File: src/rtl/alarm_clock_param.sv
// Parametrised alarm clock: prescaled h:m:s counter with preset, registered alarm time,
// and an IDLE/RINGING/SNOOZED alarm machine with snooze, stop and auto-off.
module alarm_clock_param #(
  parameter int TICK_DIV   = 1,
  parameter int SEC_MOD    = 60,
  parameter int MIN_MOD    = 60,
  parameter int HOUR_MOD   = 24,
  parameter int SNOOZE_MIN = 5,
  parameter int RING_SECS  = 30,
  localparam int SW = $clog2(SEC_MOD),
  localparam int MW = $clog2(MIN_MOD),
  localparam int HW = $clog2(HOUR_MOD)
) (
  input  logic          clk,
  input  logic          reset,
  input  logic          ena,
  input  logic          load,
  input  logic [HW-1:0] load_hours,
  input  logic [MW-1:0] load_minutes,
  input  logic [SW-1:0] load_seconds,
  input  logic          alarm_set,
  input  logic [HW-1:0] alarm_hours_in,
  input  logic [MW-1:0] alarm_minutes_in,
  input  logic          alarm_enable,
  input  logic          snooze,
  input  logic          stop,
  output logic [HW-1:0] hours,
  output logic [MW-1:0] minutes,
  output logic [SW-1:0] seconds,
  output logic          tick,
  output logic          alarm,
  output logic [1:0]    alarm_state
);

  localparam int PW        = (TICK_DIV > 1) ? $clog2(TICK_DIV) : 1;
  localparam int SNZ_TOTAL = SNOOZE_MIN * SEC_MOD;
  localparam int RW        = $clog2(RING_SECS + 1);
  localparam int ZW        = $clog2(SNZ_TOTAL + 1);

  localparam logic [PW-1:0] P_LAST   = PW'(TICK_DIV - 1);
  localparam logic [SW-1:0] S_LAST   = SW'(SEC_MOD - 1);
  localparam logic [MW-1:0] M_LAST   = MW'(MIN_MOD - 1);
  localparam logic [HW-1:0] H_LAST   = HW'(HOUR_MOD - 1);
  localparam logic [RW-1:0] RING_END = RW'(RING_SECS);
  localparam logic [ZW-1:0] SNZ_INIT = ZW'(SNZ_TOTAL);

  typedef enum logic [1:0] {
    ST_IDLE    = 2'd0,
    ST_RINGING = 2'd1,
    ST_SNOOZED = 2'd2
  } state_e;

  // Out-of-range preset/alarm fields collapse to zero
  function automatic logic [SW-1:0] fit_sec(input logic [SW-1:0] v);
    return (int'(v) >= SEC_MOD) ? '0 : v;
  endfunction

  function automatic logic [MW-1:0] fit_min(input logic [MW-1:0] v);
    return (int'(v) >= MIN_MOD) ? '0 : v;
  endfunction

  function automatic logic [HW-1:0] fit_hour(input logic [HW-1:0] v);
    return (int'(v) >= HOUR_MOD) ? '0 : v;
  endfunction

  logic [PW-1:0] presc_q, presc_d;
  logic [SW-1:0] sec_q, sec_d, inc_s;
  logic [MW-1:0] min_q, min_d, inc_m;
  logic [HW-1:0] hour_q, hour_d, inc_h;
  logic [HW-1:0] alm_h_q, alm_h_d;
  logic [MW-1:0] alm_m_q, alm_m_d;
  logic [RW-1:0] ring_q, ring_d, ring_inc;
  logic [ZW-1:0] snz_q, snz_d;
  state_e        state_q, state_d;
  logic          tick_q, tick_d;
  logic          alarm_q, alarm_d;
  logic          adv, s_wrap, m_wrap, trigger;

  always_comb begin
    adv      = ena && (presc_q == P_LAST) && !load;
    presc_d  = presc_q;
    if (load)
      presc_d = '0;
    else if (ena)
      presc_d = (presc_q == P_LAST) ? '0 : presc_q + PW'(1);

    s_wrap = (sec_q == S_LAST);
    m_wrap = (min_q == M_LAST);
    inc_s  = s_wrap ? '0 : sec_q + SW'(1);
    inc_m  = s_wrap ? (m_wrap ? '0 : min_q + MW'(1)) : min_q;
    inc_h  = (s_wrap && m_wrap) ? ((hour_q == H_LAST) ? '0 : hour_q + HW'(1)) : hour_q;

    sec_d  = sec_q;
    min_d  = min_q;
    hour_d = hour_q;
    if (load) begin
      sec_d  = fit_sec(load_seconds);
      min_d  = fit_min(load_minutes);
      hour_d = fit_hour(load_hours);
    end else if (adv) begin
      sec_d  = inc_s;
      min_d  = inc_m;
      hour_d = inc_h;
    end

    alm_h_d = alm_h_q;
    alm_m_d = alm_m_q;
    if (alarm_set) begin
      alm_h_d = fit_hour(alarm_hours_in);
      alm_m_d = fit_min(alarm_minutes_in);
    end

    // Match is against the alarm time held before this edge
    trigger = adv && alarm_enable && (inc_h == alm_h_q) && (inc_m == alm_m_q) && (inc_s == '0);

    ring_inc = ring_q + RW'(1);
    state_d  = state_q;
    ring_d   = ring_q;
    snz_d    = snz_q;
    if (!alarm_enable) begin
      state_d = ST_IDLE;
      ring_d  = '0;
      snz_d   = '0;
    end else begin
      case (state_q)
        ST_IDLE: begin
          if (trigger) begin
            state_d = ST_RINGING;
            ring_d  = '0;
          end
        end
        ST_RINGING: begin
          if (stop) begin
            state_d = ST_IDLE;
          end else if (snooze) begin
            state_d = ST_SNOOZED;
            snz_d   = SNZ_INIT;
          end else if (adv) begin
            ring_d = ring_inc;
            if (ring_inc == RING_END) state_d = ST_IDLE;
          end
        end
        ST_SNOOZED: begin
          if (stop) begin
            state_d = ST_IDLE;
          end else if (adv) begin
            snz_d = snz_q - ZW'(1);
            if (snz_q == ZW'(1)) begin
              state_d = ST_RINGING;
              ring_d  = '0;
            end
          end
        end
        default: state_d = ST_IDLE;
      endcase
    end

    tick_d  = adv;
    alarm_d = (state_d == ST_RINGING);
  end

  always_ff @(posedge clk) begin
    if (!reset) begin
      presc_q <= '0;
      sec_q   <= '0;
      min_q   <= '0;
      hour_q  <= '0;
      alm_h_q <= '0;
      alm_m_q <= '0;
      ring_q  <= '0;
      snz_q   <= '0;
      state_q <= ST_IDLE;
      tick_q  <= 1'b0;
      alarm_q <= 1'b0;
    end else begin
      presc_q <= presc_d;
      sec_q   <= sec_d;
      min_q   <= min_d;
      hour_q  <= hour_d;
      alm_h_q <= alm_h_d;
      alm_m_q <= alm_m_d;
      ring_q  <= ring_d;
      snz_q   <= snz_d;
      state_q <= state_d;
      tick_q  <= tick_d;
      alarm_q <= alarm_d;
    end
  end

  assign hours       = hour_q;
  assign minutes     = min_q;
  assign seconds     = sec_q;
  assign tick        = tick_q;
  assign alarm       = alarm_q;
  assign alarm_state = state_q;

endmodule

File: config.mk
export PLATFORM = sky130hd
export DESIGN_NAME = alarm_clock_param
export DESIGN_NICKNAME = d
export VERILOG_FILES = /design/src/rtl/alarm_clock_param.sv
export SDC_FILE = /design/constraint.sdc
export NUM_CORES = 1
export LEC_CHECK = 0
export ABC_AREA = 1
export BUFFER_PORTS_ARGS = -buffer_cell sky130_fd_sc_hd__buf_4
export CELL_PAD_IN_SITES_DETAIL_PLACEMENT = 1
export CELL_PAD_IN_SITES_GLOBAL_PLACEMENT = 1
export CORE_MARGIN = 2
export CORE_UTILIZATION = 39
export DETAILED_ROUTE_END_ITERATION = 7
export GPL_TIMING_DRIVEN = 1
export MAX_ROUTING_LAYER = met4
export PLACE_DENSITY_LB_ADDON = 0.12
export SYNTH_ARGS = -nofsm -noshare
export SYNTH_HDL_FRONTEND = slang
export SYNTH_SLANG_ARGS = --single-unit
export TNS_END_PERCENT = 50
File: constraint.sdc
create_clock -name clk -period 2.45 [get_ports clk]
set_input_delay 0.49 -clock clk [delete_from_list [all_inputs] [get_ports clk]]
set_output_delay 0.49 -clock clk [all_outputs]
set_load 0.05 [all_outputs]
# == After elaboration in Yosys (flattened, before gate mapping) ==
# Cells that the tools add are included.
# W data, S select, Z words.
# classes
add_sub_neg,6
n_lt_le_gt_ge,5
n_eq_ne,18
mux,40
bitwise,2
reduce_logical,17
# op_table
op,count
$mux W5,13
$mux W6,10
$mux W9,4
$ge A6 B6 Y1 const B,3
$mux W2,9
$pmux W9 S2,1
$ne A2 B2 Y1 const B,8
$pmux W5 S3,1
$add A6 B1 Y6 const B,2
$eq A6 B6 Y1 const B,2
$add A5 B1 Y5 const B,2
$eq A5 B5 Y1 const B,2
$ge A5 B5 Y1 const B,2
$eq A9 B1 Y1 const B,1
$sub A9 B1 Y9 const B,1
$reduce_and A8 Y1,1
$logic_and A1 B1 Y1,7
$eq A6 B6 Y1,1
$logic_not A6 Y1,1
$pmux W2 S3,1
$eq A5 B5 Y1,1
$reduce_and A5 Y1,1
$eq A2 B1 Y1 const B,2
$reduce_bool A2 Y1,2
9 further kinds,10
# word_totals
regBits,47
inputBits,36
output_inout_bits,21
word_cells,99

# == Depth between registers and ports, before layout ==
# Gate-level depths: netlist (run 1).
# depth
depth_word,11
depth_mapped,17
mapped_depth_nobuf,17

# == Worst setup path after synthesis (run 1) ==
# No wires, ideal clock.
# synth_timing
path_type,reg-to-reg
from,register sec_q[0] (netlist: seconds[0])
to,register ring_q[0]
setup_ns,0.115
t_arrival_ns,2.266
required_time_ns,2.335
slack_ns,0.069
path_stages_with_launch,15
n_path_buf,1
period_less_slack_ns,2.381
path_cell_list,dfxtp_1 -> ha_1 -> nand2_1 -> nor2_4 -> buf_6 -> nand3_2 -> nand3_2 -> xor2_1 -> nand2_1 -> nor2_2 -> nand2_2 -> nand2_4 -> nand3_1 -> nand2_1 -> nor2_1
# synth_via
elab_chain_len,9
word_cells_on_any_way,14
cone_classes,add/sub (1); eq/ne (4); mux (3); reduce/logical (6)
# synth_lines
element,line_no,text
"start, declared",67,"logic [SW-1:0] sec_q, sec_d, inc_s;"
"start signal, assigned",165,sec_q <= '0;
"start signal, assigned",177,sec_q <= sec_d;
"parallel branches: the longest is 6 deep, another holds $add A6 B1 Y6",n/a,
$logic_and A1 B1 Y1 (*),114,trigger = adv && alarm_enable && (inc_h == alm_h_q) && (inc_m == alm_m_q) && (inc_s == '0);
$ne A2 B2 Y1 (no source line) (*),n/a,
$reduce_and A8 Y1 (no source line) (*),n/a,
"end signal, assigned",182,ring_q <= ring_d;
"end, declared",72,"logic [RW-1:0] ring_q, ring_d, ring_inc;"
# Mark *: on every way between the ends.
# A chain may end at the register's enable or synchronous reset.

# == Final worst setup path (run 1) ==
# Ends and elaborated chain as after synthesis.

==> results.md, run 1 <==
- Critical path launch point type: flop
- Pins Over Slew Limit: 0
- Routability Congestion: 0.944
- Most common flop cell mapped by yosys: dfxtp_1
- Status: finished, final reports clean
- Setup CP Type: reg2reg
- Mapped cell area: 2900 um2
- Post-synth top area share: 31.7%
- Clk sink count: 46
- Synth Area in XOR/XNOR: 2.11%
- Worst EP required: 2.65 ns
- Fin worst setup slack: 0.245 ns
- Least-Margin Pin Slew: 0.457 ns
- Ports: 57
- Area contributors post-synth: dfxtp_1, nand2_1, inv_1
- Slowest CP cell: dfxtp_1
- DR vias: 3,209
- Largest net degree at the start of global routing: 20
- Drt drc: 0
- Simple-gate share of the synthesized area: 37.5%
- Sequential fraction of design power: 50.2%
- Vias per cell: 5.24
- Die width: 90.3 um
- Die span in y: 90.3 um
- Min-Delay Path Class: in2reg
- Adder-cell share of the synthesized area: 3.02%
- Max Buffers Root-to-Sink: 2
- Clock root cell: clkbuf_8
- Post-Syn Area per Cell: 6.59 um2
- Global Route Usage Sum: 23.5%
- Total of max-cap violations: 0
- Total Power: 1.62 mW
- Final global-route overflow total: 0
- Peak VDD IR: 0.000240 V
- Synth cell types: 38
- Clock share of power: 29.3%
- WP data arrival: 2.41 ns
- Leak pwr: 1.63 nW
- WHS: 0.439 ns
- Seq cells post-synth: 46
- First-pass GRT wire length: 15,300 um
- Core area: 7210 um2
- Share of layout cells above drive strength 1: 22.0%
- Initial antenna violation count: 0
- N_diodes: 0
- DIE AREA: 8150 um2
- Clock Latency Late Sink: 0.31 ns
- CTS tree: done
- Rel. slew slack: 69.2%
- Final Hold Fails: 0
- CP max stage delay: 0.37 ns
- Initial DRC Count: 135
- Maximum clock rate: 454 MHz
- Most numerous cell in the Yosys netlist: nand2_1
- Top cells by instance count after synthesis: nand2_1, inv_1, dfxtp_1, nand3_1, nor2_1
- Net Sw Frac: 31.9%
- P per Cell Area: 448 nW/um2
- Synthesized Nets: 483
- H-tree depth: 2
- Largest family of logic cells by synthesized area: simple AND/OR/NAND/NOR gates
- Post-synthesis sequential area ratio: 31.7%
- DP Worst Slack: 0.0953 ns
- Combinational Power Share: 20.5%
- First drt pass iteration count: 4
- Synth Area in Compound Gates: 15.7%
- Post-DP HPWL: 7350 um
- Gate Count Post-Synth: 440
- Number of clock buffers inserted by TritonCTS: 5
- Final core occ: 50.2%
- Cell internal pwr: 1.10 mW
- Nets: 555
- Antenna-violating nets left: 0
- Async SR Flop Fraction: 0%
- CTS clk-pin slew, worst paths: 0.09 ns
- Yosys warns: 0
- Setup total negative slack: 0 ns
- CP Max Fanout: 10
- Clock Skews: 0.00914 ns
- Fin crit period: 2.20 ns
- Cells along the critical path: ha_2 > nand2_1 > inv_1 > nand2_4 > nor2_4 > nand2_1 > nand2_1 > nand2_1 > nand2_1 > nand3_1 > nor2_2 > nand2_2 > nand2_4 > nand3_1 > nand2_1 > nor2_1
- Vias in the first global route: 3,130
- Most frequent CP cell: nand2_1
- IO buf count: 56
- Unrepaired setup endpoints after global routing: no
- Switch Pwr: 0.517 mW
- Routed WL: 9180 um
- Core Rows: 31
- EDFF count, synth: 0
- Final setup fails: 0
- Post-synthesis mux area share: 0%
- Crit end category: flop
- Initial core utilization: 40.2%
- Area Growth Syn to Fin: 24.7%
- Area leader, netlist: dfxtp_1
- Per-cell routed wire length: 15.0 um
- Fin crit share: 90.0%
## flip-flops by register name (all words and copies together) (netlist names)
register,flops
hours,5
alarm_state,2
minutes,6
seconds,6
tick,1
ring_q,5
alm_m_q,6
snz_q,9
alarm,1
alm_h_q,5
## placed cells by master (no fill, tap or decap), types with 5 or more instances in the layout
cell        n
nand2_1   110
buf_4      72
inv_1      62
nand3_1    46
dfxtp_1    44
nor2_1     31
a21oi_1    27
a31oi_1    13
nand4_1    12
o21ai_0    12
nand3_2     7
o22ai_1     7
nand2_2     5
ha_1        5
clkbuf_8    5
## power groups by stage
| stage | clock, mW | combinational, mW | sequential, mW |
|---|---|---|---|
| after floorplan | 0 | 0.138 | 0.880 |
| after global placement | 0 | 0.324 | 0.829 |
| after detailed placement | 0 | 0.331 | 0.830 |
| after CTS | 0.488 | 0.332 | 0.813 |
| after global routing | 0.513 | 0.364 | 0.819 |
| final | 0.475 | 0.332 | 0.814 |
## logic make-up after synthesis
group,Yosys count
and+or+nand+nor,231
AOI/OAI and AO/OA,76
buffers and inverters,73
DFF,46
xor gates and xnor gates,7
adders and majority gates,7
## stage by stage
stage | instances | instance area [um2]
4_1_cts | 609 | 3590
5_1_grt | 612 | 3620
6_report | 612 | 3620
2_1_floorplan | 440 | 2900
3_3_place_gp | 601 | 3500
3_5_place_dp | 601 | 3500
## path summary, 6_finish.rpt
check / startpoint / end / slack (ns) / depth (start not counted)
worst max-delay path: seconds[0]$_SDFFE_PN0P_ / ring_q[0]$_SDFFE_PN0P_ / 0.25 / 16
worst min-delay path: alarm_minutes_in[4] / alm_m_q[4]$_SDFFE_PN0P_ / 0.44 / 3
worst max register to register: seconds[0]$_SDFFE_PN0P_ / ring_q[0]$_SDFFE_PN0P_ / 0.25 / 16
worst min register to register: alm_h_q[4]$_SDFFE_PN0P_ / alm_h_q[4]$_SDFFE_PN0P_ / 0.50 / 2
## metal layers
layer / global-route usage (%) / share of wire (%) / up-vias
met5: - / 0 / -
met4: 5.26 / 0.90 / 0
met3: 3.84 / 4.8 / 11
met2: 37.4 / 46 / 68
met1: 31.5 / 48 / 1519
li1: - / - / 1611
## worst max-delay path: cells and delay by family, from the launching register on
kind | cells | cell delay, ns
adders and majority gates | 1 | 0.23
buffers and inverters | 1 | 0.11
and+or+nand+nor | 14 | 1.40
DFF | 1 | 0.37
## cell type report
class / count / area (um2)
repair buffers: 72 / 541
clock inverters: 2 / 13.8
well taps: 99 / 124
inverters: 66 / 248
multi-input cells: 321 / 1700
fillers: 1015 / 3600
flip-flops and latches: 46 / 923
clock buffers: 6 / 72.6
## repair_timing
| item | CTS | global route |
|---|---|---|
| gates resized for setup | 0 | 5 |
| hold buffers | 0 | 0 |
| setup buffers | 0 | 3 |
| endpoints found under the setup margin | 0 | 6 |
No activity file was read; power rests on OpenSTA's default activity.
==> run 2, diff against run 1 <==
--- a/config.mk
+++ b/config.mk
@@ -7,10 +7,8 @@
 export LEC_CHECK = 0
 export ABC_AREA = 1
 export BUFFER_PORTS_ARGS = -buffer_cell sky130_fd_sc_hd__buf_4
-export CELL_PAD_IN_SITES_DETAIL_PLACEMENT = 1
-export CELL_PAD_IN_SITES_GLOBAL_PLACEMENT = 1
 export CORE_MARGIN = 2
-export CORE_UTILIZATION = 39
+export CORE_UTILIZATION = 44
 export DETAILED_ROUTE_END_ITERATION = 7
 export GPL_TIMING_DRIVEN = 1
 export MAX_ROUTING_LAYER = met4
==> run 2 against run 1 <==
Largest power group unchanged. Global-route usage is 0.50 points lower. Setup slack worse by 0.012 ns. Cell count shrank 3.9%. Fmax fell by 0.52%. Hold slack better by 0.012 ns. Critical endpoint is now ring_q[2]$_SDFFE_PN0P_. Highest routed layer unchanged. Combinational power down 4%. Critical path depth fell by 1. Power rose by 6.1%.
==> results.md, run 2 (synthesis gave the netlist of run 1 again) <==
- Status: finished, final reports clean
- Min-Delay Path Class: in2reg
- Worst reg-to-reg path cell count: 15 (-1)
- Top reg by flops: snz_q
- Max reg flops: 9 (unchanged)
- Clock root cell: clkbuf_8
- Hold depth: 3 (unchanged)
- Initial DRC Count: 169 (+25%)
- Drt drc: 0 (unchanged)
- Fin worst setup slack: 0.234 ns (-0.0116 ns)
- H-tree depth: 2 (unchanged)
- WP data arrival: 2.42 ns (about the same)
- DP Worst Slack: 0.111 ns (+0.0156 ns)
- Critical path launch point type: flop
- Vias per cell: 5.31 (+1.2%)
- Clk sink count: 46 (unchanged)
- Routed WL: 7910 um (-14%)
- Maximum clock rate: 451 MHz (-0.52%)
- CP Max Fanout: 11 (+1)
- First-pass GRT wire length: 13,200 um (-13%)
- Most frequent cells in the layout: nand2_1, buf_4, inv_1, nand3_1, dfxtp_1
- Leak pwr: 1.64 nW (+0.66%)
- Per-cell routed wire length: 13.5 um (-10%)
- Setup CP Type: reg2reg
- Initial core utilization: 45.7% (+5.5 points)
- Cells along the critical path: ha_2 > nand2_1 > nor2_4 > buf_4 > nand2_2 > nand3_1 > nand2_1 > nor2_1 > nand3_1 > nor2_2 > nand2_2 > nand2_4 > nand3_1 > nand2_1 > nor2_1
- Ports: 57 (unchanged)
- Commonest non-fill, non-tap cell in the layout: nand2_1
- Total of max-cap violations: 0 (unchanged)
- Unrepaired setup endpoints after global routing: no
- Largest net degree at the start of global routing: 20 (unchanged)
- Nets: 554 (-0.18%)
- Number of clock buffers inserted by TritonCTS: 5 (unchanged)
- Max Buffers Root-to-Sink: 2 (unchanged)
- IO buf count: 56 (unchanged)
- DR vias: 3,121 (-2.7%)
- Peak VDD IR: 0.000251 V (+4.5%)
- Vias in the first global route: 2,825 (-9.7%)
- DIE AREA: 7260 um2 (-11%)
- Wl on met1: 3670 um (-18%)
- Clock Skews: 0.0115 ns (+0.00241 ns)
- Core Rows: 29 (-6.5%)
- Antenna-violating nets left: 0 (unchanged)
- Share of layout cells above drive strength 1: 21.7% (-0.31 points)
- Area Growth Syn to Fin: 24.3%
- CTS tree: done
- Post-DP HPWL: 6070 um (-17%)
- DP Cell Count: 576 (-4.2%)
- Pins Over Slew Limit: 0 (unchanged)
- Initial antenna violation count: 0 (unchanged)
- Setup total negative slack: 0 ns (unchanged)
- CTS clk-pin slew, worst paths: 0.09 ns (about the same)
- Crit end category: flop
- Fin crit period: 2.22 ns (+0.0116 ns)
- Fin crit share: 90.5% (+0.47 points)
- Met2 wire len: 3610 um (-14%)
- Global Route Usage Sum: 23.0% (-0.50 points)
- Core area: 6350 um2 (-12%)
- Routability Congestion: 0.902 (-4.5%)
- Slowest CP cell: dfxtp_2
- Least-Margin Pin Slew: 0.468 ns (+0.0111 ns)
- N_diodes: 0 (unchanged)
- Die width: 85.2 um (-5.6%)
- Clock Latency Late Sink: 0.30 ns (about the same)
- Final global-route overflow total: 0 (unchanged)
- Die span in y: 85.2 um (-5.6%)
- Routed wl met3: 554 um (+26%)
- P per Cell Area: 477 nW/um2 (+6.5%)
- DR top layer: met4
- Worst EP required: 2.66 ns (about the same)
- Rel. slew slack: 68.5% (-0.75 points)
- CP max stage delay: 0.38 ns (about the same)
- Final Hold Fails: 0 (unchanged)
- First drt pass iteration count: 5 (+1)
- Final setup fails: 0 (unchanged)
- Final non-filler cell total: 588 (-3.9%)
[run 2: changes by cell type in the layout (fill, tap and decap cells not counted)]
| cell | previous run | this run |
|---|---|---|
| buf_4 | 72 | 71 |
| bufinv_16 | 0 | 1 |
| clkbuf_1 | 1 | 0 |
| clkbuf_8 | 5 | 6 |
| clkinv_2 | 1 | 0 |
| clkinv_4 | 1 | 0 |
| ha_1 | 5 | 6 |
| ha_2 | 2 | 1 |
| o21ai_0 | 12 | 13 |
| o21ai_1 | 2 | 1 |
[run 2: final cells by class]
cell class                 instances  area, um2
clock buffer                       6       82.6
clock inverter                     1       30.0
fill                             655       2740
inverter                          66        248
multi-input combinational        321       1690
sequential                        46        923
tap                               77       96.3
timing repair buffer              71        533
[run 2: report_power, final]
group          total (mW)  switching, mW  internal [mW]  leakage, nW
clock               0.588          0.261          0.327       0.0573
sequential          0.814         0.0364          0.777        0.377
combinational       0.319          0.196          0.122         1.21
[run 2: stage by stage]
step           power, mW  utilization, %  hold WS (ns)  area (um2)
2_1_floorplan       1.02               -         0.456        2900
5_1_grt             1.80            56.8         0.452        3610
3_3_place_gp        1.14            54.4         0.481        3450
6_report            1.72            56.8         0.450        3610
4_1_cts             1.73            56.1         0.448        3560
3_5_place_dp        1.15            54.4         0.481        3450
[run 2: final timing paths]
| kind | from | to | slack [ns] |
|---|---|---|---|
| max reg2reg | seconds[0]$_SDFFE_PN0P_ | ring_q[2]$_SDFFE_PN0P_ | 0.23 |
| max | seconds[0]$_SDFFE_PN0P_ | ring_q[2]$_SDFFE_PN0P_ | 0.23 |
| min | alarm_minutes_in[3] | alm_m_q[3]$_SDFFE_PN0P_ | 0.45 |
| min reg2reg | alm_m_q[0]$_SDFFE_PN0P_ | alm_m_q[0]$_SDFFE_PN0P_ | 0.50 |
[run 2: critical path: cells and delay by family, from the launching register on]
kind	cells	cell delay, ns
flip-flops	1	0.38
adder cells (fa/ha/maj)	1	0.23
buffers and inverters	1	0.17
AND/OR/NAND/NOR	13	1.34
[run 2: timing repair]
| action | CTS | global route |
|---|---|---|
| hold buffers | 0 | 0 |
| setup buffers | 0 | 5 |
| endpoints found under the setup margin | 0 | 7 |
| gates resized for setup | 0 | 3 |
[run 2: metal layers]
layer / vias to the layer above / GRT usage, %
met5: - / -
met4: 0 / 5.05
met3: 6 / 3.11
met2: 96 / 35.8
met1: 1416 / 31.9
li1: 1603 / -
==> run 3, diff against run 2 <==
--- a/config.mk
+++ b/config.mk
@@ -7,8 +7,10 @@
 export LEC_CHECK = 0
 export ABC_AREA = 1
 export BUFFER_PORTS_ARGS = -buffer_cell sky130_fd_sc_hd__buf_4
+export CELL_PAD_IN_SITES_DETAIL_PLACEMENT = 0
+export CELL_PAD_IN_SITES_GLOBAL_PLACEMENT = 1
 export CORE_MARGIN = 2
-export CORE_UTILIZATION = 44
+export CORE_UTILIZATION = 39
 export DETAILED_ROUTE_END_ITERATION = 7
 export GPL_TIMING_DRIVEN = 1
 export MAX_ROUTING_LAYER = met4
==> run 3 against run 2 <==
Clock power down 19%. Global-route usage down 2.1 points. Critical path depth up 1. Hold slack worse by 0.0063 ns. Cell area up 0.10%. Largest cell class unchanged. Sequential share of layout area about the same. Non-clock buffer count unchanged.
==> results.md, run 3 (synthesis gave the netlist of run 1 again) <==
- Status: finished, final reports clean
- Worst EP required: 2.66 ns (about the same)
- Die width: 90.3 um (+5.9%)
- Initial antenna violation count: 0 (unchanged)
- Unrepaired setup endpoints after global routing: no
- Top reg by flops: snz_q
- CP max stage delay: 0.38 ns (about the same)
- Hold Path End: alm_m_q[4]$_SDFFE_PN0P_
- Initial core utilization: 40.2% (-5.5 points)
- Share of layout cells above drive strength 1: 21.9% (+0.15 points)
- Setup total negative slack: 0 ns (unchanged)
- Rel. slew slack: 70.0% (+1.5 points)
- Max reg flops: 9 (unchanged)
- Global Route Usage Sum: 20.8% (-2.1 points)
- Leak pwr: 1.63 nW (-0.98%)
- DR vias: 3,071 (-1.6%)
- Post-DP HPWL: 6390 um (+5.2%)
- Cells along the critical path: ha_2 > nand2_1 > inv_1 > nand2_4 > nor2_4 > nand2_1 > nand2_1 > nand2_1 > nand2_1 > nand3_1 > nor2_2 > nand2_2 > nand2_4 > nand3_1 > nand2_1 > nor2_1
- Max Buffers Root-to-Sink: 2 (unchanged)
- Most frequent CP cell: nand2_1
- Met2 Use GR: 31.8% (-4.0 points)
- Vias per cell: 5.03 (-5.3%)
- Vias in the first global route: 2,829 (+0.14%)
- Antenna-violating nets left: 0 (unchanged)
- Core area: 7210 um2 (+14%)
- H-tree depth: 2 (unchanged)
- IO buf count: 56 (unchanged)
- Switch Pwr: 0.508 mW (+2.9%)
- Setup CP Type: reg2reg
- Clk sink count: 46 (unchanged)
- Final Hold Fails: 0 (unchanged)
- Number of clock buffers inserted by TritonCTS: 5 (unchanged)
- Routed WL: 8240 um (+4.2%)
- Worst setup path start: seconds[0]$_SDFFE_PN0P_
- Maximum clock rate: 457 MHz (+1.4%)
- Clock root cell: clkbuf_8
- Combinational Power Share: 20.2% (+1.7 points)
- Reg-to-reg setup timing slack: 0.26 ns (+0.03 ns)
- Total of max-cap violations: 0 (unchanged)
- Hold depth: 3 (unchanged)
- First drt pass iteration count: 5 (unchanged)
- P per Cell Area: 447 nW/um2 (-6.3%)
- FF-to-FF End: ring_q[0]$_SDFFE_PN0P_
- Fin crit share: 89.3% (-1.2 points)
- Most frequent cells in the layout: nand2_1, buf_4, inv_1, nand3_1, dfxtp_1
- DP Cell Count: 601 (+4.3%)
- Crit end category: flop
- Met3 usage: 5.01% (+1.9 points)
- Per-cell routed wire length: 13.5 um (+0.24%)
- Die span in y: 90.3 um (+5.9%)
- Fillcell total: 777 (+19%)
- Cell internal pwr: 1.10 mW (-9.9%)
- Largest net degree at the start of global routing: 20 (unchanged)
- N_diodes: 0 (unchanged)
- Worst reg-to-reg path cell count: 16 (+1)
- Core Rows: 31 (+6.9%)
- Sequential fraction of design power: 50.4% (+3.1 points)
- Min-delay src: alarm_minutes_in[4]
- Clock Skews: 0.00972 ns (-0.00183 ns)
- Critical path launch point type: flop
- Initial DRC Count: 149 (-12%)
- Final setup fails: 0 (unchanged)
- Final non-filler cell total: 611 (+3.9%)
- Reg2reg start: seconds[0]$_SDFFE_PN0P_
- Least-Margin Pin Slew: 0.446 ns (-0.0223 ns)
- Min-Delay Path Class: in2reg
- Net Sw Frac: 31.5% (+2.8 points)
- CP Max Fanout: 10 (-1)
- Commonest non-fill, non-tap cell in the layout: nand2_1
- Nets: 554 (unchanged)
- CTS tree: done
- Met1 GRT Util: 28.4% (-3.5 points)
- Clock Latency Late Sink: 0.30 ns (about the same)
- First-pass GRT wire length: 13,500 um (+2.0%)
- Clock share of power: 29.4% (-4.8 points)
- Final global-route overflow total: 0 (unchanged)
- Pins Over Slew Limit: 0 (unchanged)
- DIE AREA: 8150 um2 (+12%)
- Drt drc: 0 (unchanged)
- Slowest CP cell: dfxtp_1
- Routability Congestion: 0.944 (+4.7%)
- Ports: 57 (unchanged)
- Peak VDD IR: 0.000211 V (-16%)
- Area Growth Syn to Fin: 24.5%
- CTS clk-pin slew, worst paths: 0.09 ns (about the same)
- Fin crit period: 2.19 ns (-0.0296 ns)
- WP data arrival: 2.39 ns (-0.03 ns)
- CTS Hold Bufs: 0 (unchanged)
- Global route hottest layer: met2
-- run 3: cell count changes in the layout (fill, tap and decap cells not counted), sizes merged --
cell	delta
clkinv	+2
bufinv	-1
-- run 3: cell type report --
type	count	area, um2	share of cell area (%)
clock buffers	6	72.6	2.01
clock inverters	2	13.8	0.381
inverters	66	248	6.86
multi-input cells	321	1700	47.0
flip-flops and latches	46	923	25.6
well taps	99	124	3.43
repair buffers	71	533	14.8
-- run 3: layer usage --
| metal | part of all wire (%) | up-vias |
|---|---|---|
| li1 | - | 1609 |
| met1 | 49 | 1368 |
| met2 | 44 | 88 |
| met3 | 6.3 | 6 |
| met4 | 0.67 | 0 |
| met5 | 0 | - |
-- run 3: repair_timing --
item | 4_1_cts | 5_1_grt
setup buffers | 0 | 2
endpoints found under the setup margin | 0 | 6
resized for setup | 0 | 4
-- run 3: worst max-delay path, delay by kind of cell (launching register included) --
family                     cells  cell delay, ns
buffers and inverters          1            0.11
and+or+nand+nor               14            1.37
DFF                            1            0.38
adders and majority gates      1            0.24
-- run 3: power by group through the flow --
stage | combinational, mW | clock (mW) | sequential (mW)
floorplan | 0.138 | 0 | 0.880
global placement | 0.324 | 0 | 0.829
detailed placement | 0.324 | 0 | 0.829
CTS | 0.325 | 0.489 | 0.812
global route | 0.357 | 0.521 | 0.818
finish | 0.325 | 0.475 | 0.813
-- run 3: worst max-delay path by stage --
stage                                  end  slack (ns)
floorplan           ring_q[0]$_SDFFE_PN0P_        0.07
global placement    ring_q[2]$_SDFFE_PN0P_        0.21
detailed placement  ring_q[0]$_SDFFE_PN0P_        0.11
CTS                 ring_q[0]$_SDFFE_PN0P_        0.09
global route        ring_q[0]$_SDFFE_PN0P_        0.05
finish              ring_q[0]$_SDFFE_PN0P_        0.26
-- run 3: metrics by stage --
| stage | util (%) | setup WS (ns) | hold WS, ns | instance area [um2] | total power, mW |
|---|---|---|---|---|---|
| floorplan | - | 0.0685 | 0.456 | 2900 | 1.02 |
| global placement | 48.5 | 0.206 | 0.478 | 3500 | 1.15 |
| detailed placement | 48.5 | 0.113 | 0.482 | 3500 | 1.15 |
| CTS | 49.7 | 0.0896 | 0.438 | 3590 | 1.63 |
| global route | 50.1 | 0.0469 | 0.451 | 3610 | 1.70 |
| finish | 50.1 | 0.263 | 0.444 | 3610 | 1.61 |
